<file path="src/rtl/io_reg_bank_pkg.sv">
// io_reg_pkg: shared limits and debounce counter width helper for io_reg_bank
package io_reg_pkg;
  localparam int SYNC_MAX = 3;
  localparam int DEB_MAX = 255;
  function automatic int cnt_w(input int deb);
    return (deb < 2) ? 1 : $clog2(deb + 1);
  endfunction
endpackage

</file>
<file path="src/rtl/io_reg_bank_if.sv">
// io_reg_bank_if: pad/fabric bus of io_reg_bank (A2F/IQZ/EVT_*/RISE_EN/FALL_EN/IRQ in, OQI/OQ_LD/F2A/F2A_DEF out); master=fabric+pads, slave=bank
interface io_reg_bank_if #(
  parameter int NUM_IN = 8,
  parameter int NUM_OUT = 18,
  parameter int NUM_DEF = 4
);
  logic [NUM_IN-1:0] A2F, IQZ, EVT_RISE, EVT_FALL, EVT_CLR, RISE_EN, FALL_EN;
  logic IRQ, OQ_LD;
  logic [NUM_OUT-1:0] OQI, F2A;
  logic [NUM_DEF-1:0] F2A_DEF;
  modport master (
    output A2F, EVT_CLR, RISE_EN, FALL_EN, OQI, OQ_LD,
    input IQZ, EVT_RISE, EVT_FALL, IRQ, F2A, F2A_DEF
  );
  modport slave (
    input A2F, EVT_CLR, RISE_EN, FALL_EN, OQI, OQ_LD,
    output IQZ, EVT_RISE, EVT_FALL, IRQ, F2A, F2A_DEF
  );
endinterface

</file>
<file path="src/rtl/io_reg_bank_in_chan.sv">
// io_in_chan: one input channel (clk, rst, a pad in, clr flag clear -> iqz debounced value, rise/fall sticky edge flags)
module io_in_chan
  import io_reg_pkg::*;
#(
  parameter int SYNC_STAGES = 2,
  parameter int DEB_CYC = 4
) (
  input  logic clk,
  input  logic rst,
  input  logic a,
  input  logic clr,
  output logic iqz,
  output logic rise,
  output logic fall
);
  localparam int CW = cnt_w(DEB_CYC);
  logic [SYNC_STAGES-1:0] sync_q, sync_d;
  logic [CW-1:0] cnt_q, cnt_d;
  logic iqz_q, iqz_d, rise_q, rise_d, fall_q, fall_d, s, upd;
  assign s = sync_q[SYNC_STAGES-1];
  always_comb begin
    sync_d = (sync_q << 1) | SYNC_STAGES'(a);
    upd = (s != iqz_q) && (cnt_q == CW'(DEB_CYC - 1));
    cnt_d = (s == iqz_q || upd) ? '0 : cnt_q + 1'b1;
    iqz_d = upd ? s : iqz_q;
    rise_d = (upd & s) | (rise_q & ~clr);
    fall_d = (upd & ~s) | (fall_q & ~clr);
  end
  always_ff @(posedge clk) begin
    if (rst) begin
      sync_q <= '0;
      cnt_q <= '0;
      iqz_q <= 1'b0;
      rise_q <= 1'b0;
      fall_q <= 1'b0;
    end else begin
      sync_q <= sync_d;
      cnt_q <= cnt_d;
      iqz_q <= iqz_d;
      rise_q <= rise_d;
      fall_q <= fall_d;
    end
  end
  assign iqz = iqz_q;
  assign rise = rise_q;
  assign fall = fall_q;
endmodule

</file>
<file path="src/rtl/io_reg_bank.sv">
// io_reg_bank: IO register bank (IQC clock, QRT sync reset, bus: debounced inputs with edge flags and IRQ, loadable outputs, constant default pads)
module io_reg_bank
  import io_reg_pkg::*;
#(
  parameter int NUM_IN = 8,
  parameter int NUM_OUT = 18,
  parameter int NUM_DEF = 4,
  parameter int SYNC_STAGES = 2,
  parameter int DEB_CYC = 4,
  parameter logic [NUM_OUT-1:0] OUT_RST = '0,
  parameter logic [NUM_DEF-1:0] DEF_VAL = '0
) (
  input logic IQC,
  input logic QRT,
  io_reg_bank_if.slave bus
);
  if (SYNC_STAGES < 1 || SYNC_STAGES > SYNC_MAX || DEB_CYC < 1 || DEB_CYC > DEB_MAX) begin : g_bad_param
    $error("io_reg_bank: SYNC_STAGES must be 1..%0d and DEB_CYC 1..%0d", SYNC_MAX, DEB_MAX);
  end
  logic [NUM_IN-1:0] iqz, rise, fall;
  logic [NUM_OUT-1:0] f2a_q, f2a_d;
  logic irq_q, irq_d;
  for (genvar i = 0; i < NUM_IN; i++) begin : g_chan
    io_in_chan #(.SYNC_STAGES(SYNC_STAGES), .DEB_CYC(DEB_CYC)) u_chan (
      .clk(IQC),
      .rst(QRT),
      .a(bus.A2F[i]),
      .clr(bus.EVT_CLR[i]),
      .iqz(iqz[i]),
      .rise(rise[i]),
      .fall(fall[i])
    );
  end
  always_comb begin
    f2a_d = bus.OQ_LD ? bus.OQI : f2a_q;
    irq_d = |((rise & bus.RISE_EN) | (fall & bus.FALL_EN));
  end
  always_ff @(posedge IQC) begin
    if (QRT) begin
      f2a_q <= OUT_RST;
      irq_q <= 1'b0;
    end else begin
      f2a_q <= f2a_d;
      irq_q <= irq_d;
    end
  end
  assign bus.IQZ = iqz;
  assign bus.EVT_RISE = rise;
  assign bus.EVT_FALL = fall;
  assign bus.IRQ = irq_q;
  assign bus.F2A = f2a_q;
  assign bus.F2A_DEF = DEF_VAL;
endmodule
</file>
<file path="src/flat_wrapper.sv">
// flat-port wrapper written by rule: the top's interface ports become plain ports
module io_reg_bank_flat import io_reg_pkg::*;
#(
  parameter int NUM_IN = 8,
  parameter int NUM_OUT = 18,
  parameter int NUM_DEF = 4,
  parameter int SYNC_STAGES = 2,
  parameter int DEB_CYC = 4,
  parameter logic [NUM_OUT-1:0] OUT_RST = '0,
  parameter logic [NUM_DEF-1:0] DEF_VAL = '0
)
  (IQC, QRT, bus_A2F, bus_EVT_CLR, bus_RISE_EN, bus_FALL_EN, bus_OQI, bus_OQ_LD, bus_IQZ, bus_EVT_RISE, bus_EVT_FALL, bus_IRQ, bus_F2A, bus_F2A_DEF);
  io_reg_bank_if #(.NUM_IN(NUM_IN), .NUM_OUT(NUM_OUT), .NUM_DEF(NUM_DEF)) bus_i ();
  input logic IQC;
  input logic QRT;
  input wire logic [$bits(bus_i.A2F)-1:0] bus_A2F;
  input wire logic [$bits(bus_i.EVT_CLR)-1:0] bus_EVT_CLR;
  input wire logic [$bits(bus_i.RISE_EN)-1:0] bus_RISE_EN;
  input wire logic [$bits(bus_i.FALL_EN)-1:0] bus_FALL_EN;
  input wire logic [$bits(bus_i.OQI)-1:0] bus_OQI;
  input wire logic [$bits(bus_i.OQ_LD)-1:0] bus_OQ_LD;
  output wire logic [$bits(bus_i.IQZ)-1:0] bus_IQZ;
  output wire logic [$bits(bus_i.EVT_RISE)-1:0] bus_EVT_RISE;
  output wire logic [$bits(bus_i.EVT_FALL)-1:0] bus_EVT_FALL;
  output wire logic [$bits(bus_i.IRQ)-1:0] bus_IRQ;
  output wire logic [$bits(bus_i.F2A)-1:0] bus_F2A;
  output wire logic [$bits(bus_i.F2A_DEF)-1:0] bus_F2A_DEF;
  assign bus_i.A2F = bus_A2F;
  assign bus_i.EVT_CLR = bus_EVT_CLR;
  assign bus_i.RISE_EN = bus_RISE_EN;
  assign bus_i.FALL_EN = bus_FALL_EN;
  assign bus_i.OQI = bus_OQI;
  assign bus_i.OQ_LD = bus_OQ_LD;
  assign bus_IQZ = bus_i.IQZ;
  assign bus_EVT_RISE = bus_i.EVT_RISE;
  assign bus_EVT_FALL = bus_i.EVT_FALL;
  assign bus_IRQ = bus_i.IRQ;
  assign bus_F2A = bus_i.F2A;
  assign bus_F2A_DEF = bus_i.F2A_DEF;
  io_reg_bank #(.NUM_IN(NUM_IN), .NUM_OUT(NUM_OUT), .NUM_DEF(NUM_DEF), .SYNC_STAGES(SYNC_STAGES), .DEB_CYC(DEB_CYC), .OUT_RST(OUT_RST), .DEF_VAL(DEF_VAL)) u_core (.IQC(IQC), .QRT(QRT), .bus(bus_i));
endmodule
</file>
<file path="config.mk">
export PLATFORM = sky130hd
export DESIGN_NAME = io_reg_bank_flat
export DESIGN_NICKNAME = d
export VERILOG_FILES = /design/src/rtl/io_reg_bank_pkg.sv /design/src/rtl/io_reg_bank_if.sv /design/src/rtl/io_reg_bank_in_chan.sv /design/src/rtl/io_reg_bank.sv /design/src/flat_wrapper.sv
export SDC_FILE = /design/constraint.sdc
export NUM_CORES = 1
export LEC_CHECK = 0
export CAP_MARGIN = 20
export CORE_MARGIN = 3
export CORE_UTILIZATION = 40
export DETAILED_ROUTE_END_ITERATION = 10
export GPL_ROUTABILITY_DRIVEN = 0
export PLACE_DENSITY = 0.7
export SKIP_CTS_REPAIR_TIMING = 1
export SLEW_MARGIN = 25
export SYNTH_ARGS = -nofsm -noshare
export SYNTH_HDL_FRONTEND = slang
export SYNTH_SLANG_ARGS = --single-unit
</file>
<file path="constraint.sdc">
create_clock -name IQC -period 2.7 [get_ports IQC]
set_clock_uncertainty 0.2 [all_clocks]
set_input_delay 0.405 -clock IQC [delete_from_list [all_inputs] [get_ports IQC]]
set_output_delay 0.405 -clock IQC [all_outputs]
set_load 0.03 [all_outputs]
</file>
==> metrics.md, run 1 <==
| Metric | Value |
|---|---|
| Status | `complete, no violations` |
| Avg Inst Size Synth | `10.48 um^2` |
| Global-route wire length before repair | `10230 um` |
| Max Cap Viol | `0` |
| Pwr dens | `534.6 nW/um^2` |
| Core box area | `7928 um^2` |
| Via Count | `2294` |
| Internal | `1811 uW` |
| CTS tree | `built` |
| CTS Buffer Depth | `2` |
| Critical Path RT | `2.10 ns` |
| Die X | `97.42 um` |
| Ant diodes | `0` |
| I/O Buffers | `95` |
| CTS root buf | `clkbuf_8` |
| Vias/cell | `4.570` |
| Gate power share | `0.097` |
| Clock power frac | `0.360` |
| Fin crit period | `2.108 ns` |
| Starting DRC count in detailed routing | `37` |
| Starting Density | `0.4217` |
| Final #Nets | `464` |
| Reg2reg path depth | `4` |
| GR Overflow Total | `0` |
| Pleak | `0.001623 uW` |
| Wirelength per Cell | `12.37 um` |
| Slowest cell delay on critical path | `0.73 ns` |
| Fmax | `474.5 MHz` |
| Count of final setup violators | `0` |
| Die ar. | `9491 um^2` |
| Distinct cells, synth | `23` |
| CTS Buf Count | `9` |
| Register area share after synthesis | `0.4970` |
| Normalized max-slew margin | `0.5390` |
| Synth warn | `0` |
| Crit-path leading delay family | `buffers and inverters` |
| Area occupied by registers | `1662 um^2` |
| Critical R2R Launch | `u_core.g_chan[1].u_chan.cnt_q[0]` |
| NetSw | `527.4 uW` |
| Layout overhead on the synthesized area | `30.88%` |
| Crit path cell chain | `clkdlybuf4s50_1` |
| Final Cycle Share | `0.7806` |
| Sink Count | `83` |
| Hold Path Depth | `1` |
| Placed wire-length estimate | `4727 um` |
| Setup Crit Path Kind | `reg2out` |
| Max-slew violations | `0` |
| Setup WS pre-CTS | `0.7408 ns` |
| Vias in the first global route | `2226` |
| Reg-to-reg setup timing slack | `1.17 ns` |
| Worst Setup End Kind | `primary output` |
| Hold_ws | `0.2310 ns` |
| Total wire length | `6208 um` |
| Hold EP | `u_core.g_chan[3].u_chan.cnt_q[0]` |
| Crit path buffers/inverters | `1` |
| Floorplan row count | `32` |
| Hold Vio Cnt, Final | `0` |
| Drc violations | `0` |
| Mapped Area | `3343 um^2` |
| Worst Slack Setup Final | `0.5925 ns` |
| Gr usage total | `0.1339` |
| HP Start | `u_core.g_chan[3].u_chan.cnt_q[0]` |
| Worst Hold Class | `reg2reg` |
| Worst-margin pin slew | `0.6916 ns` |
| Worst R2R End | `u_core.g_chan[1].u_chan.cnt_q[1]` |
| Initial antenna violation count | `0` |
| Net switching share of the total power | `0.2255` |
| Post-route ant nets | `0` |
| Flops & latches, synth | `83` |
| Post-route setup TNS | `0 ns` |
| Synthesized instance count | `319` |
| VDD IR max | `460.1 uV` |
| RSZ-0062 raised after global routing | `no` |
| Filler cells | `722` |
| Crit path max-delay cell type | `clkdlybuf4s50_1` |
| CP Launch Type | `flop` |
| Pin count of the biggest net entering global routing | `38` |
| DRT Pass-1 Iters | `4` |
| I/O Pins | `100` |
| Sequential Power Share | `0.543` |
| Ratio of cells with drive above 1 in the final layout | `0.1250` |
| Crit-path max FO | `3` |
| Multi-input logic area | `1364 um^2` |
| DIE HEIGHT | `97.42 um` |
| H-tree Lvls | `3` |
| Data arrival, critical path | `1.50 ns` |
| Worst skew pair latency | `0.34 ns` |
| Clock transition at the registers of the reported paths | `0.08 ns` |
==> synthesized netlist by cell type <==
cell type | count | area share
dfxtp_1 | 83 | 0.50
buf_4 | 29 | 0.065
mux2i_1 | 26 | 0.078
nor2_1 | 26 | 0.029
nor2_2 | 24 | 0.045
a21oi_1 | 16 | 0.024
ha_1 | 16 | 0.060
inv_1 | 16 | 0.018
nand2b_1 | 16 | 0.030
nand3b_1 | 16 | 0.036
nor2b_1 | 16 | 0.030
or3_4 | 8 | 0.027
xnor2_1 | 8 | 0.021
buf_2 | 4 | 0.0060
a221oi_1 | 3 | 0.0079
a22o_1 | 3 | 0.0079
a22oi_1 | 2 | 0.0045
buf_6 | 2 | 0.0067
a31oi_1 | 1 | 0.0019
and3_1 | 1 | 0.0019
clkbuf_1 | 1 | 0.0011
clkbuf_2 | 1 | 0.0015
conb_1 | 1 | 0.0011
==> layer usage <==
metal  GRT usage  vias up  wire [um]
met1      0.1606     1057       2760
li1            -     1171          -
met2      0.2277       60       3043
met4     0.04153        0         67
met5           0        -          0
met3     0.04307        6        337
==> stage by stage <==
| step | instances | util | total power, uW | instance area, um^2 |
|---|---|---|---|---|
| after floorplan | 322 | - | 1413 | 3354 |
| after global placement | 486 | 0.5284 | 1522 | 4189 |
| after detailed placement | 486 | 0.5284 | 1527 | 4189 |
| after CTS | 502 | 0.5519 | 2374 | 4375 |
| after global routing | 502 | 0.5519 | 2443 | 4375 |
| final | 502 | 0.5519 | 2339 | 4375 |
==> sequential cells by signal, summed over array words and instances (netlist names) <==
register                     flops
u_core.g_chan.u_chan.cnt_q      24
u_core.bus.F2A                  18
u_core.g_chan.u_chan.sync_q     16
u_core.g_chan.u_chan.fall        8
u_core.g_chan.u_chan.iqz         8
u_core.g_chan.u_chan.rise        8
u_core.bus.IRQ                   1
==> power by group through the flow <==
stage                     Clock (uW)  Sequential [uW]  Combinational [uW]
final                            843             1270                 226
after detailed placement           0             1300                 228
after floorplan                    0             1330                84.5
after global placement             0             1300                 224
after CTS                        874             1270                 229
after global routing             925             1270                 243
==> area by class of cell <==
cell class / instances / area share
Clock buffer: 12 / 0.03088
Clock inverter: 4 / 0.01172
Inverter: 16 / 0.01373
Multi-Input combinational cell: 186 / 0.3117
Sequential cell: 83 / 0.3798
Tap cell: 102 / 0.02917
Timing Repair Buffer: 99 / 0.2230
==> placed cells by master, fill, tap and decap left out, types with 8 or more instances in the layout <==
master           count
a21oi_1             16
clkbuf_8             9
clkdlybuf4s50_1     94
dfxtp_1             83
ha_1                16
inv_1               16
mux2i_1             26
nand2b_1            16
nand3b_1            16
nor2_1              26
nor2_2              24
nor2b_1             16
or3_4                8
xnor2_1              8
==> how the worst max path moves through the flow <==
stage,from,to,slack [ns],cells after the start
3_3_place_gp,bus_RISE_EN[3],u_core.bus.IRQ,0.81,5
2_1_floorplan,u_core.g_chan[7].u_chan.cnt_q[0],u_core.g_chan[7].u_chan.cnt_q[0],1.23,4
3_5_place_dp,bus_RISE_EN[3],u_core.bus.IRQ,0.74,5
6_report,u_core.g_chan[7].u_chan.fall,bus_EVT_FALL[7],0.59,1
4_1_cts,u_core.g_chan[7].u_chan.fall,bus_EVT_FALL[7],0.56,1
5_1_grt,u_core.g_chan[7].u_chan.fall,bus_EVT_FALL[7],0.55,1
==> cell families (layout without fill, tap and decap cells) <==
family	Yosys count	in the layout	share of synthesized area
compound gates	25	25	0.04604
xor+xnor	8	8	0.02096
fa+ha+maj	16	16	0.05988
buf+inv	53	131	0.09843
flops	83	83	0.4970
mux	26	26	0.07784
other cells	1	4	0.001122
simple gates	107	107	0.1987
Note: power is estimated with default switching activity, not from simulation.
==> run 2, diff against run 1 <==
--- a/config.mk
+++ b/config.mk
@@ -10,7 +10,7 @@
 export CORE_UTILIZATION = 40
 export DETAILED_ROUTE_END_ITERATION = 10
 export GPL_ROUTABILITY_DRIVEN = 0
-export PLACE_DENSITY = 0.7
+export PLACE_DENSITY = 0.72
 export SKIP_CTS_REPAIR_TIMING = 1
 export SLEW_MARGIN = 25
 export SYNTH_ARGS = -nofsm -noshare
==> constraint.sdc (replaced) <==
create_clock -name IQC -period 1.8 [get_ports IQC]
set_clock_uncertainty 0.2 [all_clocks]
set_input_delay 0.27 -clock IQC [delete_from_list [all_inputs] [get_ports IQC]]
set_output_delay 0.27 -clock IQC [all_outputs]
set_load 0.03 [all_outputs]
==> run 2 against run 1 <==
  * Via count fell by 1.8%
  * Clock-buffer cell count fell by 2
  * Die area did not move
  * Worst hold slack got worse by 0.031 ns
  * Register-to-register slack got worse by 0.91 ns
  * Sequential share of layout area fell by 1.5 points
  * Routed wire length rose by 3.4%
  * Cell area rose by 4.0%
  * First-iteration DRC count fell by 19%
  * Critical path depth did not move
  * Total power rose by 59%
  * Critical path type unchanged
==> metrics.md, run 2 (synthesis results as in run 1) <==
| Metric | Value |
|---|---|
| Hold Vio Cnt, Final | `0 (unchanged)` |
| Area occupied by registers | `1662 um^2 (unchanged)` |
| Post-route ant nets | `0 (unchanged)` |
| Clock transition at the registers of the reported paths | `0.08 ns (about the same)` |
| Most frequent cells in the layout | `dfxtp_1 (83), clkdlybuf4s50_1 (51), dlymetal6s2s_1 (43)` |
| CTS tree | `built` |
| Inst Count DP | `488 (+0.41%)` |
| Pin count of the biggest net entering global routing | `31 (-18%)` |
| Sequential Power Share | `0.513 (-0.030)` |
| Final total power | `3709 uW (+59%)` |
| Area post-placement | `4217 um^2 (+0.66%)` |
| Global-route wire length before repair | `10470 um (+2.4%)` |
| Setup Crit Path Kind | `reg2out` |
| I/O Buffers | `95 (unchanged)` |
| Ant diodes | `0 (unchanged)` |
| Gate power share | `0.092 (-0.005)` |
| GR Overflow Total | `0 (unchanged)` |
| Worst skew pair latency | `0.35 ns (about the same)` |
| Fin area | `4551 um^2 (+4.0%)` |
| CP Launch Type | `flop` |
| Post-Layout Cell Count | `504 (+0.40%)` |
| CTS root buf | `clkbuf_8` |
| Net switching share of the total power | `0.2201 (-0.005362)` |
| Wirelength per Cell | `12.73 um (+2.9%)` |
| DIE HEIGHT | `97.42 um (unchanged)` |
| Die X | `97.42 um (unchanged)` |
| Pleak | `0.002405 uW (+48%)` |
| Gr usage total | `0.1376 (+0.003700)` |
| Placed wire-length estimate | `4754 um (+0.58%)` |
| Normalized max-slew margin | `0.6266 (+0.08767)` |
| Count of final setup violators | `0 (unchanged)` |
| Clock power frac | `0.395 (+0.035)` |
| Crit path max-delay cell type | `dfxtp_1` |
| Vias/cell | `4.468 (-2.2%)` |
| Die ar. | `9491 um^2 (unchanged)` |
| Crit path buffers/inverters | `1 (unchanged)` |
| Core box area | `7928 um^2 (unchanged)` |
| DRT Pass-1 Iters | `4 (unchanged)` |
| Filler cells | `715 (-0.97%)` |
| CTS Buf Count | `9 (unchanged)` |
| Multi-input logic area | `1364 um^2 (unchanged)` |
| Slowest cell delay on critical path | `0.42 ns (-0.31 ns)` |
| Starting DRC count in detailed routing | `30 (-19%)` |
| Most common cell after layout, fill and taps aside | `dfxtp_1` |
| Starting Density | `0.4217 (unchanged)` |
| Floorplan row count | `32 (unchanged)` |
| Fin crit period | `1.561 ns` |
| Max-slew violations | `0 (unchanged)` |
| Fmax | `640.4 MHz` |
| Ratio of cells with drive above 1 in the final layout | `0.1368 (+0.01182)` |
| Worst Hold Class | `in2reg` |
| Max reg flops | `24 (unchanged)` |
| Via Count | `2252 (-1.8%)` |
| Crit path cell chain | `dlymetal6s2s_1` |
| HP Start | `QRT` |
| Worst-margin pin slew | `0.5601 ns (-0.1315 ns)` |
| Crit-path leading delay family | `flip-flops` |
| Layout overhead on the synthesized area | `36.12%` |
| I/O Pins | `100 (unchanged)` |
| Final #Nets | `466 (+0.43%)` |
| VDD IR max | `442.2 uV (-3.9%)` |
| Initial antenna violation count | `0 (unchanged)` |
| Internal | `2893 uW (+60%)` |
| Critical Path RT | `1.33 ns (-0.77 ns)` |
| Vias in the first global route | `2220 (-0.27%)` |
| Pwr dens | `815.1 nW/um^2 (+52%)` |
| Status | `complete, no violations` |
| Crit-path max FO | `5 (+2)` |
| Final Cycle Share | `0.8675` |
| Data arrival, critical path | `1.09 ns (-0.41 ns)` |
| CTS Buffer Depth | `2 (unchanged)` |
| Worst Setup End Kind | `primary output` |
| H-tree Lvls | `3 (unchanged)` |
| Top reg by flops | `u_core.g_chan.u_chan.cnt_q` |
| NetSw | `816.5 uW (+55%)` |
| Crit. Startpoint | `u_core.g_chan[6].u_chan.iqz` |
| Total wire length | `6416 um (+3.4%)` |
| Reg-to-reg setup timing slack | `0.26 ns (-0.91 ns)` |
| RSZ-0062 raised after global routing | `no` |
| Sink Count | `83 (unchanged)` |
| Hold_ws | `0.2000 ns (-0.03099 ns)` |
| Critical R2R Launch | `u_core.g_chan[2].u_chan.cnt_q[0]` |
| Drc violations | `0 (unchanged)` |
| Max Cap Viol | `0 (unchanged)` |
-- run 2: cell types whose count changed in the layout (fill, tap and decap cells not counted) --
| cell | delta |
|---|---|
| clkbuf_1 | -3 |
| bufinv_16 | +1 |
| clkinvlp_4 | +1 |
| buf_12 | +1 |
| clkdlybuf4s50_1 | -43 |
| buf_4 | +1 |
| dlymetal6s2s_1 | +43 |
| clkbuf_8 | +1 |
-- run 2: layout make-up --
type | instances | share of cell area
flip-flops and latches | 83 | 0.3651
multi-input cells | 186 | 0.2997
repair buffers | 101 | 0.2442
clock buffers | 10 | 0.03024
well taps | 102 | 0.02805
clock inverters | 6 | 0.01952
inverters | 16 | 0.01320
-- run 2: per-stage QoR --
stage          TNS [ns]  worst slack [ns]    util
5_1_grt               0            0.1635  0.5740
4_1_cts          -3.819           -0.1802  0.5604
2_1_floorplan         0            0.3327       -
3_5_place_dp          0           0.06098  0.5319
3_3_place_gp          0           0.05247  0.5319
6_report              0            0.2386  0.5740
-- run 2: layer usage --
layer,track usage,share of wire
met1,0.1671,0.44
met2,0.2230,0.48
met3,0.05456,0.059
met4,0.04473,0.012
met5,0,0
-- run 2: final timing paths --
path	depth (start not counted)	endpoint
worst max-delay path	1	bus_IQZ[6]
worst min-delay path	2	u_core.g_chan[7].u_chan.iqz
worst max register to register	4	u_core.g_chan[2].u_chan.cnt_q[2]
worst min register to register	1	u_core.g_chan[5].u_chan.cnt_q[0]
-- run 2: power groups by stage --
stage | logic, uW | registers [uW] | clock network (uW)
floorplan | 127 | 1990 | 0
global placement | 341 | 1950 | 0
detailed placement | 346 | 1950 | 0
CTS | 347 | 1900 | 1510
global route | 367 | 1910 | 1580
finish | 340 | 1900 | 1470
==> run 3, diff against run 2 <==
--- a/config.mk
+++ b/config.mk
@@ -5,7 +5,7 @@
 export SDC_FILE = /design/constraint.sdc
 export NUM_CORES = 1
 export LEC_CHECK = 0
-export CAP_MARGIN = 20
+export CAP_MARGIN = 25
 export CORE_MARGIN = 3
 export CORE_UTILIZATION = 40
 export DETAILED_ROUTE_END_ITERATION = 10
==> results of run 3 <==
Final layout, timing and power as in run 2 (identical DEF).
